==> src/rtl/keypad_time_entry.sv <==
// Keypad digit-entry stage: debounces the encoder strobe, shifts accepted BCD
// digits into an MM:SS entry register and hands valid entries to the timer.
module keypad_time_entry #(
  parameter int DEBOUNCE_CYCLES = 4
) (
  input  logic        CLK,
  input  logic        RST,
  input  logic [3:0]  BCD,
  input  logic        LOAD_N,
  input  logic        ENTRY_EN,
  input  logic        CLEAR,
  input  logic        START,
  output logic [15:0] DIGITS,
  output logic [2:0]  DIGIT_CNT,
  output logic        VALID,
  output logic        KEY_ACK,
  output logic        LOAD_TIMER,
  output logic        ERR
);

  localparam logic [7:0] CNT_LAST = 8'(DEBOUNCE_CYCLES - 1);

  typedef enum logic [1:0] {
    S_IDLE,
    S_DEBOUNCE,
    S_HELD,
    S_RELEASE
  } key_state_e;

  key_state_e state, state_nxt;
  logic [7:0] cnt, cnt_nxt;
  logic [3:0] bcd_q, bcd_nxt;
  logic       accept;

  // NOTE: sequential state uses non-blocking assignments so every register
  // samples the pre-edge values, independent of block ordering.
  always_ff @(posedge CLK) begin
    if (RST) begin
      state <= S_IDLE;
      cnt   <= '0;
      bcd_q <= '0;
    end else begin
      state <= state_nxt;
      cnt   <= cnt_nxt;
      bcd_q <= bcd_nxt;
    end
  end

  // NOTE: every output of this block gets a default first so no path leaves a
  // variable unassigned, which would otherwise infer a latch.
  always_comb begin
    state_nxt = state;
    cnt_nxt   = cnt;
    bcd_nxt   = bcd_q;
    accept    = 1'b0;
    unique case (state)
      S_IDLE: begin
        if (!LOAD_N) begin
          state_nxt = S_DEBOUNCE;
          cnt_nxt   = 8'd1;
          bcd_nxt   = BCD;
        end
      end
      S_DEBOUNCE: begin
        if (LOAD_N) begin
          state_nxt = S_IDLE;
          cnt_nxt   = '0;
        end else if (BCD != bcd_q) begin
          // Digit changed while settling: restart the window on the new code.
          cnt_nxt = 8'd1;
          bcd_nxt = BCD;
        end else if (cnt == CNT_LAST) begin
          state_nxt = S_HELD;
          accept    = 1'b1;
        end else begin
          cnt_nxt = cnt + 8'd1;
        end
      end
      S_HELD: begin
        if (LOAD_N) begin
          state_nxt = S_RELEASE;
          cnt_nxt   = 8'd1;
        end
      end
      S_RELEASE: begin
        // A low sample here is contact bounce, not a fresh press.
        if (!LOAD_N) begin
          state_nxt = S_HELD;
        end else if (cnt == CNT_LAST) begin
          state_nxt = S_IDLE;
          cnt_nxt   = '0;
        end else begin
          cnt_nxt = cnt + 8'd1;
        end
      end
      default: state_nxt = S_IDLE;
    endcase
  end

  assign VALID = (DIGITS != 16'h0000) && (DIGITS[7:4] <= 4'd5);

  // Priority: reset, clear, start, then digit shift.
  always_ff @(posedge CLK) begin
    KEY_ACK    <= 1'b0;
    LOAD_TIMER <= 1'b0;
    ERR        <= 1'b0;
    if (RST) begin
      DIGITS    <= '0;
      DIGIT_CNT <= '0;
    end else if (CLEAR) begin
      DIGITS    <= '0;
      DIGIT_CNT <= '0;
    end else if (START) begin
      if (VALID) LOAD_TIMER <= 1'b1;
      else       ERR        <= 1'b1;
    end else if (accept && ENTRY_EN && (DIGIT_CNT < 3'd4) && (bcd_q <= 4'd9)) begin
      DIGITS    <= {DIGITS[11:0], bcd_q};
      DIGIT_CNT <= DIGIT_CNT + 3'd1;
      KEY_ACK   <= 1'b1;
    end
  end

endmodule

==> config.mk <==
export PLATFORM = sky130hd
export DESIGN_NAME = keypad_time_entry
export DESIGN_NICKNAME = d
export VERILOG_FILES = /design/src/rtl/keypad_time_entry.sv
export SDC_FILE = /design/constraint.sdc
export NUM_CORES = 1
export LEC_CHECK = 0
export BUFFER_PORTS_ARGS = -buffer_cell sky130_fd_sc_hd__buf_2
export CORE_UTILIZATION = 50
export CTS_CLUSTER_DIAMETER = 200
export DETAILED_ROUTE_END_ITERATION = 8
export PLACE_DENSITY = 0.74
export SYNTH_ARGS = -nofsm -noshare
export SYNTH_HDL_FRONTEND = slang
export SYNTH_SLANG_ARGS = --single-unit
==> constraint.sdc <==
create_clock -name CLK -period 5.4 [get_ports CLK]
set_input_delay 0.27 -clock CLK [delete_from_list [all_inputs] [get_ports CLK]]
set_output_delay 0.27 -clock CLK [all_outputs]
set_load 0.01 [all_outputs]
==> impl_results.md <==
- Status: finished, final reports clean
- Core outline area: 3050 sq um
- Area Growth Syn to Fin: 14.2%
- Post-DP Area: 1750 sq um
- CTS tree: yes
- Crit Path Class: flop to flop
- Cell variety after synth: 34
- Bufs on Longest Clock Path: 2
- Layout cells sized above 1: 21.2%
- Fill cells: 295
- Leak Pwr: 0.707 nW
- Cells after Synth: 175
- DRT Pass-1 Iters: 4
- Antenna violations before repair: 0
- Top_reg_cell synth: dfxtp_1
- Unrepaired setup endpoints after global routing: false
- Achievable Freq: 0.367 GHz
- CTS root buf: clkbuf_4
- # resized after CTS: 0
- Worst Setup Start Kind: flop
- Die X: 58.6 um
- Max Cap Viol: 0
- Synth top area share: 45.1%
- DRT iter0 DRCs: 53
- CTS H-Tree Depth: 2
- Max Clock Skew: 10.2 ps
- CTS Buf Count: 5
- Power per cell area: 262 nW/um^2
- Synth Cell Area: 1600 sq um
- Antenna diodes: 0
- Global placer's final weighted congestion: 0.898
- Die ar.: 3430 sq um
- Hold Path Class: input port to flop
- YS warnings: 0
- Syn Nets: 187
- Post-route cell area: 1830 sq um
- Final setup vio count: 0
- Grt ovf: 0
- Hpwl dp: 2430 um
- Die height: 58.6 um
- Crit end category: flop
- Final Max Slew Viols: 0
- Clock transition at path regs: 110 ps
- Total routed wirelength: 3370 um
- First-pass GRT wire length: 5690 um
- WL/cell: 13.4 um
- Final #Nets: 219
- Vias/cell: 5.45
- Peak supply drop: 0.000157 V
- Synth area leaders: dfxtp_1, mux2i_1, nor2_1, a21oi_1, xnor2_1
- Slew margin rel.: 25.1%
- Req. time, crit path: 5570 ps
- Final period util: 50.5%
- I/O Pins: 33
- Seq/Total Area, Yosys: 45.1%
- Yosys reg bits: 36
- Site Rows: 20
- Commonest non-fill, non-tap cells in the layout: dfxtp_1, buf_2, nor2_1
- Drt drc: 0
- Commonest non-fill, non-tap cell in the layout: dfxtp_1
- Cell taking the most area after synthesis: dfxtp_1
- Tot GR Track Use: 21.9%
- Setup slack, reg-to-reg: 2670 ps
- Syn_area_per_cell: 9.14 sq um
- Vias: 1,374
- Hold-fix buffers, CTS: 0
- Synth async-reset ratio: 0%
- Port bufs: 32
- Fin crit period: 2730 ps
- Crit Path Max Fanout: 19
- Vias in the first global route: 1,295
- Clk_lat worst skew: 330 ps
- Crit path DAT: 2900 ps
- Post-CTS Setup Bufs: 0
- Number of flops mapped to enable cells by yosys: 0
- Post-route ant nets: 0
- Pin count of the biggest net entering global routing: 23
- Worst Tran Pin Value: 1120 ps
- Clock sink count: 36
- Setup_tns: 0 ps
- Initial cell density of the core: 52.4%
- Final hold vios: 0
-- metrics by stage --
step	cells	power [W]	util [%]	hold slack (ps)	setup slack, ps
after floorplan	175	0.000295	-	406	3500
after global placement	244	0.000302	57.3	476	2920
after detailed placement	244	0.000303	57.3	498	2740
after CTS	252	0.000484	59.8	173	2670
after global routing	252	0.000499	59.8	168	2520
final	252	0.000478	59.8	190	2670
-- per-layer routing --
metal  vias up  track usage [%]  wire length, um
met5         -                0                0
met4         0             7.82               42
met3         8             6.37              126
met2        35             38.8             1750
met1       657             25.2             1450
li1        674                -                -
-- power breakdown --
part | total (W) | switching, W | internal, W
logic | 0.0000259 | 0.0000167 | 0.00000921
registers | 0.000272 | 0.00000328 | 0.000268
clock network | 0.000181 | 0.0000836 | 0.0000971
total | 0.000478 | 0.000104 | 0.000375
-- worst max-delay path, cell delays in order (launching register included) --
cell and delay [ps]:
dfxtp_1 400, ha_1 250, nor4b_2 330, and2_1 290, and4b_1 930, mux2i_1 320, nor2_1 60
-- kinds of logic after synthesis --
logic type,after synthesis,synth area share [%]
AND/OR/NAND/NOR,70,22.1
flip-flops,36,45.1
AO/OA/AOI/OAI,26,9.47
multiplexers,17,10.6
buffers and inverters,14,5.63
XOR/XNOR,10,5.48
adder cells (fa/ha/maj),2,1.56
-- worst paths after layout --
path	start	end	cells after the start
worst min register to register	cnt[1]	cnt[1]	2
worst max register to register	cnt[0]	DIGITS[13]	6
worst max-delay path	cnt[0]	DIGITS[13]	6
worst min-delay path	BCD[1]	bcd_q[1]	3
-- registers in the layout (all words and copies together), names as in the netlist, named ones only --
name,cells
DIGITS,16
cnt,8
bcd_q,4
DIGIT_CNT,3
ERR,1
KEY_ACK,1
LOAD_TIMER,1
state,1
-- area by class of cell --
class,count,area (sq um),share of cell area [%]
Clock buffer,6,41.3,2.26
Clock inverter,2,35.0,1.92
Inverter,7,26.3,1.44
Multi-Input combinational cell,125,788,43.2
Sequential cell,36,721,39.5
Tap cell,44,55.1,3.01
Timing Repair Buffer,32,160,8.77
-- synthesized netlist by cell type (2+ instances only) --
| cell type | n |
|---|---|
| nand4_1 | 3 |
| nor2_1 | 29 |
| mux2i_1 | 17 |
| nand3_1 | 5 |
| nor4_1 | 4 |
| ha_1 | 2 |
| a31o_2 | 2 |
| nor3_1 | 9 |
| a21oi_1 | 13 |
| nand2_1 | 11 |
| inv_1 | 7 |
| clkbuf_1 | 3 |
| o21ai_0 | 6 |
| xor2_1 | 4 |
| dfxtp_1 | 36 |
| xnor2_1 | 6 |
Power figures use the tool's default switching activity.
